===== src/rtl/multiplier_combined_pipe.sv =====
// multiplier_combined_pipe
//   Pipelined multi-mode unsigned multiplier for the combined DSP datapath.
//   mode 0: two independent SUB_A x SUB_B lane products
//           (lane 0 from IN1, lane 1 from IN2).
//   mode 1: one BIG_W x BIG_W product of IN1/IN2 low bits, zero-extended.
//   Every operand set carries its own mode/acc_clr tags, so the mode may
//   change on every cycle without flushing the pipe.
//   Latency is PIPE_STAGES enabled edges.
//   Optional macro MULT_ACC_EN adds an accumulator stage, giving PIPE_STAGES+1.
// Ports
//   clk, reset (async, active high), ena (global clock enable)
//   in_valid, mode, acc_clr, IN1, IN2 : operand set plus its tags
//   out_valid, OUT1                   : product, or accumulator value

// Unsigned A_W x B_W multiplier.
// Operands are split into 9-bit chunks, and the partial products are summed
// with shifts. The true product fits in P_W, so truncating the sum is exact.
module multiplier_combined_pipe_pp #(
  parameter  int A_W = 18,
  parameter  int B_W = 19,
  localparam int P_W = A_W + B_W
) (
  input  logic [A_W-1:0] a,
  input  logic [B_W-1:0] b,
  output logic [P_W-1:0] p
);
  localparam int NA   = (A_W + 8) / 9;
  localparam int NB   = (B_W + 8) / 9;
  localparam int PA_W = NA * 9;
  localparam int PB_W = NB * 9;
  localparam int PADW = PA_W + PB_W;

  logic [PA_W-1:0]         a_pad;
  logic [PB_W-1:0]         b_pad;
  logic [NA*NB-1:0][17:0]  pp;

  assign a_pad = PA_W'(a);
  assign b_pad = PB_W'(b);

  for (genvar i = 0; i < NA; i++) begin : g_a
    for (genvar j = 0; j < NB; j++) begin : g_b
      assign pp[i*NB+j] = 18'(a_pad[9*i +: 9]) * 18'(b_pad[9*j +: 9]);
    end
  end

  always_comb begin
    p = '0;
    for (int i = 0; i < NA; i++)
      for (int j = 0; j < NB; j++)
        p = p + P_W'(PADW'(pp[i*NB+j]) << (9 * (i + j)));
  end
endmodule

module multiplier_combined_pipe #(
  parameter  int SUB_A       = 18,
  parameter  int SUB_B       = 19,
  parameter  int BIG_W       = 27,
  parameter  int PIPE_STAGES = 3,
  localparam int IN_W        = SUB_A + SUB_B,
  localparam int OUT_W       = 2 * IN_W
) (
  input  logic             clk,
  input  logic             reset,
  input  logic             ena,
  input  logic             in_valid,
  input  logic             mode,
  input  logic             acc_clr,
  input  logic [IN_W-1:0]  IN1,
  input  logic [IN_W-1:0]  IN2,
  output logic             out_valid,
  output logic [OUT_W-1:0] OUT1
);
  localparam int NUM_LANES = 2;

  typedef struct packed {
    logic mode;
    logic clr;
  } tag_t;

  typedef logic [NUM_LANES-1:0][IN_W-1:0] lanes_t;

  logic [PIPE_STAGES:1] vld_pipe;
  tag_t [PIPE_STAGES:1] tag_pipe;
  lanes_t               op_q;                  // stage 1: [0]=IN1, [1]=IN2
  lanes_t [PIPE_STAGES:2] res_pipe;

  lanes_t               lane_p;
  logic [2*BIG_W-1:0]   big_p;
  lanes_t               prod;

  // The lane multipliers and the big multiplier share the stage-1 operands.
  // The stage-1 mode tag picks which result enters the product stage.
  for (genvar l = 0; l < NUM_LANES; l++) begin : g_lane
    multiplier_combined_pipe_pp #(.A_W(SUB_A), .B_W(SUB_B)) u_pp (
      .a (op_q[l][SUB_A-1:0]),
      .b (op_q[l][IN_W-1:SUB_A]),
      .p (lane_p[l])
    );
  end

  multiplier_combined_pipe_pp #(.A_W(BIG_W), .B_W(BIG_W)) u_big (
    .a (op_q[0][BIG_W-1:0]),
    .b (op_q[1][BIG_W-1:0]),
    .p (big_p)
  );

  assign prod = tag_pipe[1].mode ? lanes_t'(OUT_W'(big_p)) : lane_p;

  always_ff @(posedge clk or posedge reset) begin
    if (reset) begin
      vld_pipe <= '0;
      tag_pipe <= '0;
      op_q     <= '0;
      res_pipe <= '0;
    end else if (ena) begin
      vld_pipe[1] <= in_valid;
      tag_pipe[1] <= {mode, acc_clr};
      op_q        <= {IN2, IN1};
      res_pipe[2] <= prod;
      for (int s = 2; s <= PIPE_STAGES; s++) begin
        vld_pipe[s] <= vld_pipe[s-1];
        tag_pipe[s] <= tag_pipe[s-1];
      end
      for (int s = 3; s <= PIPE_STAGES; s++)
        res_pipe[s] <= res_pipe[s-1];
    end
  end

`ifdef MULT_ACC_EN
  lanes_t acc_q;
  lanes_t acc_sum;
  logic   acc_vld;

  // In mode 1 the full word wraps modulo 2^OUT_W.
  // In mode 0 each lane wraps on its own.
  // The layout is shared, so a mode change simply reinterprets acc_q.
  always_comb begin
    acc_sum = '0;
    if (tag_pipe[PIPE_STAGES].mode)
      acc_sum = acc_q + res_pipe[PIPE_STAGES];
    else
      for (int l = 0; l < NUM_LANES; l++)
        acc_sum[l] = acc_q[l] + res_pipe[PIPE_STAGES][l];
  end

  always_ff @(posedge clk or posedge reset) begin
    if (reset) begin
      acc_q   <= '0;
      acc_vld <= 1'b0;
    end else if (ena) begin
      acc_vld <= vld_pipe[PIPE_STAGES];
      if (vld_pipe[PIPE_STAGES])
        acc_q <= tag_pipe[PIPE_STAGES].clr ? res_pipe[PIPE_STAGES] : acc_sum;
    end
  end

  assign out_valid = acc_vld;
  assign OUT1      = acc_q;
`else
  assign out_valid = vld_pipe[PIPE_STAGES];
  assign OUT1      = res_pipe[PIPE_STAGES];

  // Without the accumulator, the late tags and the clear bit have no consumer.
  logic unused_tags;
  assign unused_tags = ^{tag_pipe[PIPE_STAGES:2], tag_pipe[1].clr};
`endif
endmodule


===== config.mk =====
export PLATFORM = sky130hd
export DESIGN_NAME = multiplier_combined_pipe
export DESIGN_NICKNAME = d
export VERILOG_FILES = /design/src/rtl/multiplier_combined_pipe.sv
export SDC_FILE = /design/constraint.sdc
export NUM_CORES = 2
export LEC_CHECK = 0
export CAP_MARGIN = 20
export CELL_PAD_IN_SITES_DETAIL_PLACEMENT = 1
export CELL_PAD_IN_SITES_GLOBAL_PLACEMENT = 2
export CORE_ASPECT_RATIO = 1.2
export CORE_MARGIN = 2
export CORE_UTILIZATION = 40
export CTS_BUF_LIST = sky130_fd_sc_hd__clkbuf_8
export DETAILED_ROUTE_END_ITERATION = 10
export PLACE_DENSITY = 0.85
export SLEW_MARGIN = 25
export SYNTH_ARGS = -nofsm -noshare
export SYNTH_HDL_FRONTEND = slang
export SYNTH_SLANG_ARGS = --single-unit

===== constraint.sdc =====
create_clock -name clk -period 25.1 [get_ports clk]
set_input_delay 3.765 -clock clk [delete_from_list [all_inputs] [get_ports clk]]
set_output_delay 3.765 -clock clk [all_outputs]
set_load 0.02 [all_outputs]

======== Yosys cells after proc, flatten, opt, wreduce, memory -nomap -nowiden ========
Index checks and enable logic that the tools add are counted.
word-level totals
  bits in writable memories ............... 0
  register bits ........................... 226
  memories kept ........................... 0
  latch bits .............................. 0
  bits of input ports ..................... 80
  bits in read-only memories .............. 0
  output and inout bits ................... 75
cells by class
  bitwise logic cells ..................... 0
  eq/ne operators ......................... 0
  order comparisons ....................... 0
  mux-type cells .......................... 1
  reduce and logical (&&, ||, !) cells .... 0
  shifts and indexed selects .............. 0
  multipliers ............................. 21
  divide/modulo/power cells ............... 0
  add/subtract/negate cells ............... 18
operators with widths
  operator                    number
  multiplier 9 x 9 -> 18 bit  17
  adder 54 x 36 -> 54 bit     3
  adder 37 x 36 -> 37 bit     4
  adder 54 x 45 -> 54 bit     2
  adder 18 x 27 -> 28 bit     3
  adder 37 x 27 -> 37 bit     2
  adder 37 bit                2
  two-way mux 74 bit          1
  adder 54 x 27 -> 54 bit     1
  adder 54 bit                1
  multiplier 9 x 1 -> 10 bit  4

======== Depth between registers and ports, before layout ========
  depth after elaboration ................. 10
  gate-level depth with buffers ........... 42

======== By module ========
A second synthesis with hierarchy kept.
unflattened totals
  cells, all modules ...................... 7119
  area, all modules ....................... 63606.0 um^2
modules (own cells, without submodules)
  module                                         instances  area an instance (um^2)  cells each
  multiplier_combined_pipe_pp at u_big           1          27565.2                  3259
  multiplier_combined_pipe_pp at g_lane[0].u_pp  1          13277.7                  1607
  multiplier_combined_pipe_pp at g_lane[1].u_pp  1          13077.5                  1576
  multiplier_combined_pipe                       1          9685.5                   677

======== Worst setup path before layout ========
Ideal clock, no wire load.
  path type ............................... reg-to-reg
  start point ............................. register op_q[41] (netlist bit)
  end point ............................... register res_pipe[73] (netlist bit)
  setup slack ............................. 15.444 ns
  data required time ...................... 24.979 ns
  setup time .............................. 0.121 ns
  stages on the path, launching flop included .. 41
  data arrival time ....................... 9.535 ns
  cells stage by stage .................... dfrtp_1 > clkbuf_1 > clkbuf_1 > nand2_1 > fa_1 > inv_1 > ha_1 > ha_1 > inv_1 > fa_1 > inv_1 > ha_1 > fa_1 > a21o_1 > a21oi_1 > xnor2_1 > fa_1 > ha_1 > (+5 left out) > mux2_2 > a221oi_1 > xnor2_1 > fa_1 > inv_1 > fa_1 > inv_1 > ha_1 > a21o_1 > a221oi_1 > o41ai_1 > a221o_1 > a311oi_2 > o21bai_1 > a21o_1 > a311oi_2 > xnor2_1 > a22o_1
on the way
  word-level cells in the longest chain between the ends .. 7
  elaborated cells between the ends (all ways) .. 9
  classes of those cells .................. add/sub (5); mul (3); mux (1)
RTL lines
  what                             line  text
  from (decl)                      84    lanes_t op_q;
  from (signal assigned)           118   op_q <= {IN2, IN1};
  multiplier 9 x 9 -> 18 bit       42    assign pp[i*NB+j] = 18'(a_pad[9*i +: 9]) * 18'(b_pad[9*j +: 9]);
  adder 18 x 27 -> 28 bit          50    p = p + P_W'(PADW'(pp[i*NB+j]) << (9 * (i + j)));
  adder 37 x 36 -> 37 bit *        50
  adder 37 x 27 -> 37 bit *        50
  adder 37 x 36 -> 37 bit *        50
  adder 37 bit *                   50
  two-way mux 74 bit *             107   assign prod = tag_pipe[1].mode ? lanes_t'(OUT_W'(big_p)) : lane_p;
  to (signal, indexed assignment)  125   res_pipe[s] <= res_pipe[s-1];
  to (decl)                        85    lanes_t [PIPE_STAGES:2] res_pipe;
Every way passes the cells marked *; elsewhere a longest branch is shown, timed or not.
A chain may end at the register's enable or synchronous reset.

======== Worst setup path in the final report ========
  start point ............................. register op_q[5] (netlist bit)
  end point ............................... register res_pipe[43] (netlist bit)
on the way
  word-level cells in the longest chain between the ends .. 10
  elaborated cells between the ends (all ways) .. 12
  classes of those cells .................. add/sub (8); mul (3); mux (1)
RTL lines
  what                        line
  multiplier 9 x 9 -> 18 bit  42
  adder 18 x 27 -> 28 bit     50
  adder 54 x 36 -> 54 bit *   50
  adder 54 x 27 -> 54 bit *   50
  adder 54 x 36 -> 54 bit *   50
  adder 54 x 45 -> 54 bit *   50
  adder 54 x 36 -> 54 bit *   50
  adder 54 x 45 -> 54 bit *   50
  adder 54 bit *              50
  two-way mux 74 bit *        107
Marks and branches as above.

==> out/metrics.cfg <==
[grt]
globalRouteOverflowTotal=0
antenna_found_initial=7
grt_use_total_pct=24.1
grt_busiest_layer=met2
global_route.usage.met1_pct=29.7
gr-usage-met2_pct=44.8
grt_start_max_net_pins=147
grt_pass1_wl_um=294000
grt_pass1_vias=52800
grt_use_met3_pct=2.06

[yosys]
synth_area_leader_cell=fa_1
synth_mux_area_share_pct=3.17
yosysSeqAreaShare_pct=9.19
synthAdderAreaFrac_pct=50.1
yosysMostFrequentCell=inv_1
synth.avg_cell_area_um2=8.83
synth_nets=8920
synth_top_family_by_area=adder cells
synth_area_leaders=fa_1, ha_1, dfrtp_1
synth-simple-area-share_pct=15.0
ys.flop_type=dfrtp_1
yosysUniqueCellTypes=68
synth-seq-cells=226
yosys_warnings=0
synthCells=6968
synth_compound_area_share_pct=7.13
synth_xor_area_share_pct=4.27
synth-edff-count=0
post-synth-top-area-fraction_pct=32.0
async_flop_share_pct=100
syn_area_um2=61500
synth_common_cells=inv_1, nand2_1, fa_1

[sta]
fin_tns_setup_ns=0
hold_viol=0
post-route-min-period_ns=12.07
drv_slew=0
worst_pin_slew_ns=1.07
rsz0062_at_grt=false
fmax_mhz=82.8
clock_skew_ns=0.0853
slew_headroom_pct=28.2
setup_violations=0
finalCritPeriodShare_pct=48.1

[critical_path]
path_max_fanout=27
criticalPathCategory=register to register
reg2reg_slack_ns=13.03
crit_required_ns=25.79
worst_path_most_repeated_cell=fa_1
cpLargestDelayFamily=adder cells
max_stage_delay_ns=0.91
critical_path_buf_inv_count=5
arrival_ns=12.76
ff2ff_path_depth=35
slowest_stage=a2111oi_0
cp-end-kind=register
rr_startpoint=op_q[5]
start_kind=register
rr_endpoint=res_pipe[43]

[cells_and_area]
areaGrowthSynthToFinish_pct=6.17
drive_gt1_share_pct=5.31
n_fill_cell=17800
fin_cells=8849
nNetsFinal=8774
design_area_um2=65300

[placement]
place_inst=8762
hpwl_um=144000
gp_congestion=0.897
place_area_um2=64300
io_buffers=153

[route]
viasPerCell=5.24
drt-pass1-iter-count=5
ant_nets=0
routed_wl_um=184000
drc_errors=0
wl_per_cell_um=20.8
dr.first_iter.drc_count=1985
vias=46400

[clock_tree]
postCtsSetupRepairBufs=0
cts-resized-gates=0
insertion_delay_ns=0.79
cts-root-buf=clkbuf_8
cts_buffer_depth=3
cts_tree=yes
clock_sinks=226
hold_buffers=0
clk_pin_slew_worst_paths_ns=0.06
cts_buffers=45
htreeDepth=2

[floorplan]
die_width_um=362
floorplan.rows=157
core_um2=153000
io_pins=155
fp.dieH_um=434
start_util_pct=40.3
die_area_um2=157000

[min_path]
hold_path_class=register to register
hp-start=res_pipe[45]
holdPathStages=1
hold_path_end=res_pipe[45]

[run]
drv_cap=0

[run_status]
status=finished, final reports clean

==> per-stage QoR <==
step                hold WS, ns  utilization, %  setup slack [ns]
global placement          0.461            42.1             13.11
global route              0.460            42.8             12.62
CTS                       0.442            42.8             12.88
finish                    0.474            42.8             13.03
detailed placement        0.464            42.1             12.99
floorplan                 0.446               -             15.14
==> cells in the final DEF (no fill, tap or decap), types with 33 or more instances in the layout <==
| master | Yosys | layout |
|---|---|---|
| a21o_1 | 79 | 79 |
| o21ai_0 | 98 | 98 |
| nand2b_1 | 33 | 33 |
| ha_1 | 888 | 888 |
| nor2b_1 | 40 | 40 |
| mux2_2 | 158 | 158 |
| clkdlybuf4s50_1 | 0 | 152 |
| o21a_1 | 45 | 45 |
| buf_4 | 74 | 79 |
| and2_1 | 546 | 546 |
| xnor2_1 | 190 | 190 |
| a21oi_1 | 221 | 221 |
| nand2_1 | 997 | 997 |
| dfrtp_1 | 226 | 199 |
| nor3_1 | 52 | 52 |
| clkbuf_8 | 0 | 55 |
| xor2_1 | 110 | 110 |
| o21bai_1 | 49 | 49 |
| fa_1 | 984 | 984 |
| nor2_1 | 211 | 210 |
| inv_1 | 1327 | 1337 |
==> worst max-delay path by stage <==
stage	start	to	slack, ns	cells after the start
5_1_grt	op_q[5]	res_pipe[48]	12.62	36
3_3_place_gp	op_q[5]	res_pipe[51]	13.11	38
4_1_cts	op_q[5]	res_pipe[51]	12.88	35
2_1_floorplan	reset	OUT1[0]	15.14	1
6_report	op_q[5]	res_pipe[43]	13.03	35
3_5_place_dp	op_q[5]	res_pipe[51]	12.99	35
==> routing by layer <==
metal | up-vias | share of wire, %
met5 | - | 0.014
met4 | 4 | 2.5
met3 | 230 | 3.3
met2 | 699 | 52
met1 | 24300 | 42
li1 | 21100 | -
==> registers in the layout, summed over array words and instances, names as in the netlist <==
signal    cells
OUT1         74
op_q         74
res_pipe     74
vld_pipe      3
tag_pipe      1
==> logic make-up (layout without fill, tap and decap cells) <==
group	after synthesis	count (layout)
simple gates	1972	1972
xor+xnor	300	300
mux	175	175
compound gates	670	670
buf+inv	1753	1643
fa+ha+maj	1872	1872
flops	226	226
other cells	0	4
==> layout make-up <==
cell class	count	area (µm²)	share of cell area, %
Inverter	1327	4990	7.64
Tap cell	1987	2490	3.81
Multi-Input combinational cell	4989	49000	75.0
Antenna cell	4	10.0	0.0153
Sequential cell	226	5690	8.71
Clock buffer	55	757	1.16
Clock inverter	28	221	0.339
Timing Repair Buffer	233	2150	3.29
Power is left out: the tool's default activity adds up to more than one toggle a clock period on the data nets, which glitch-free logic cannot reach.
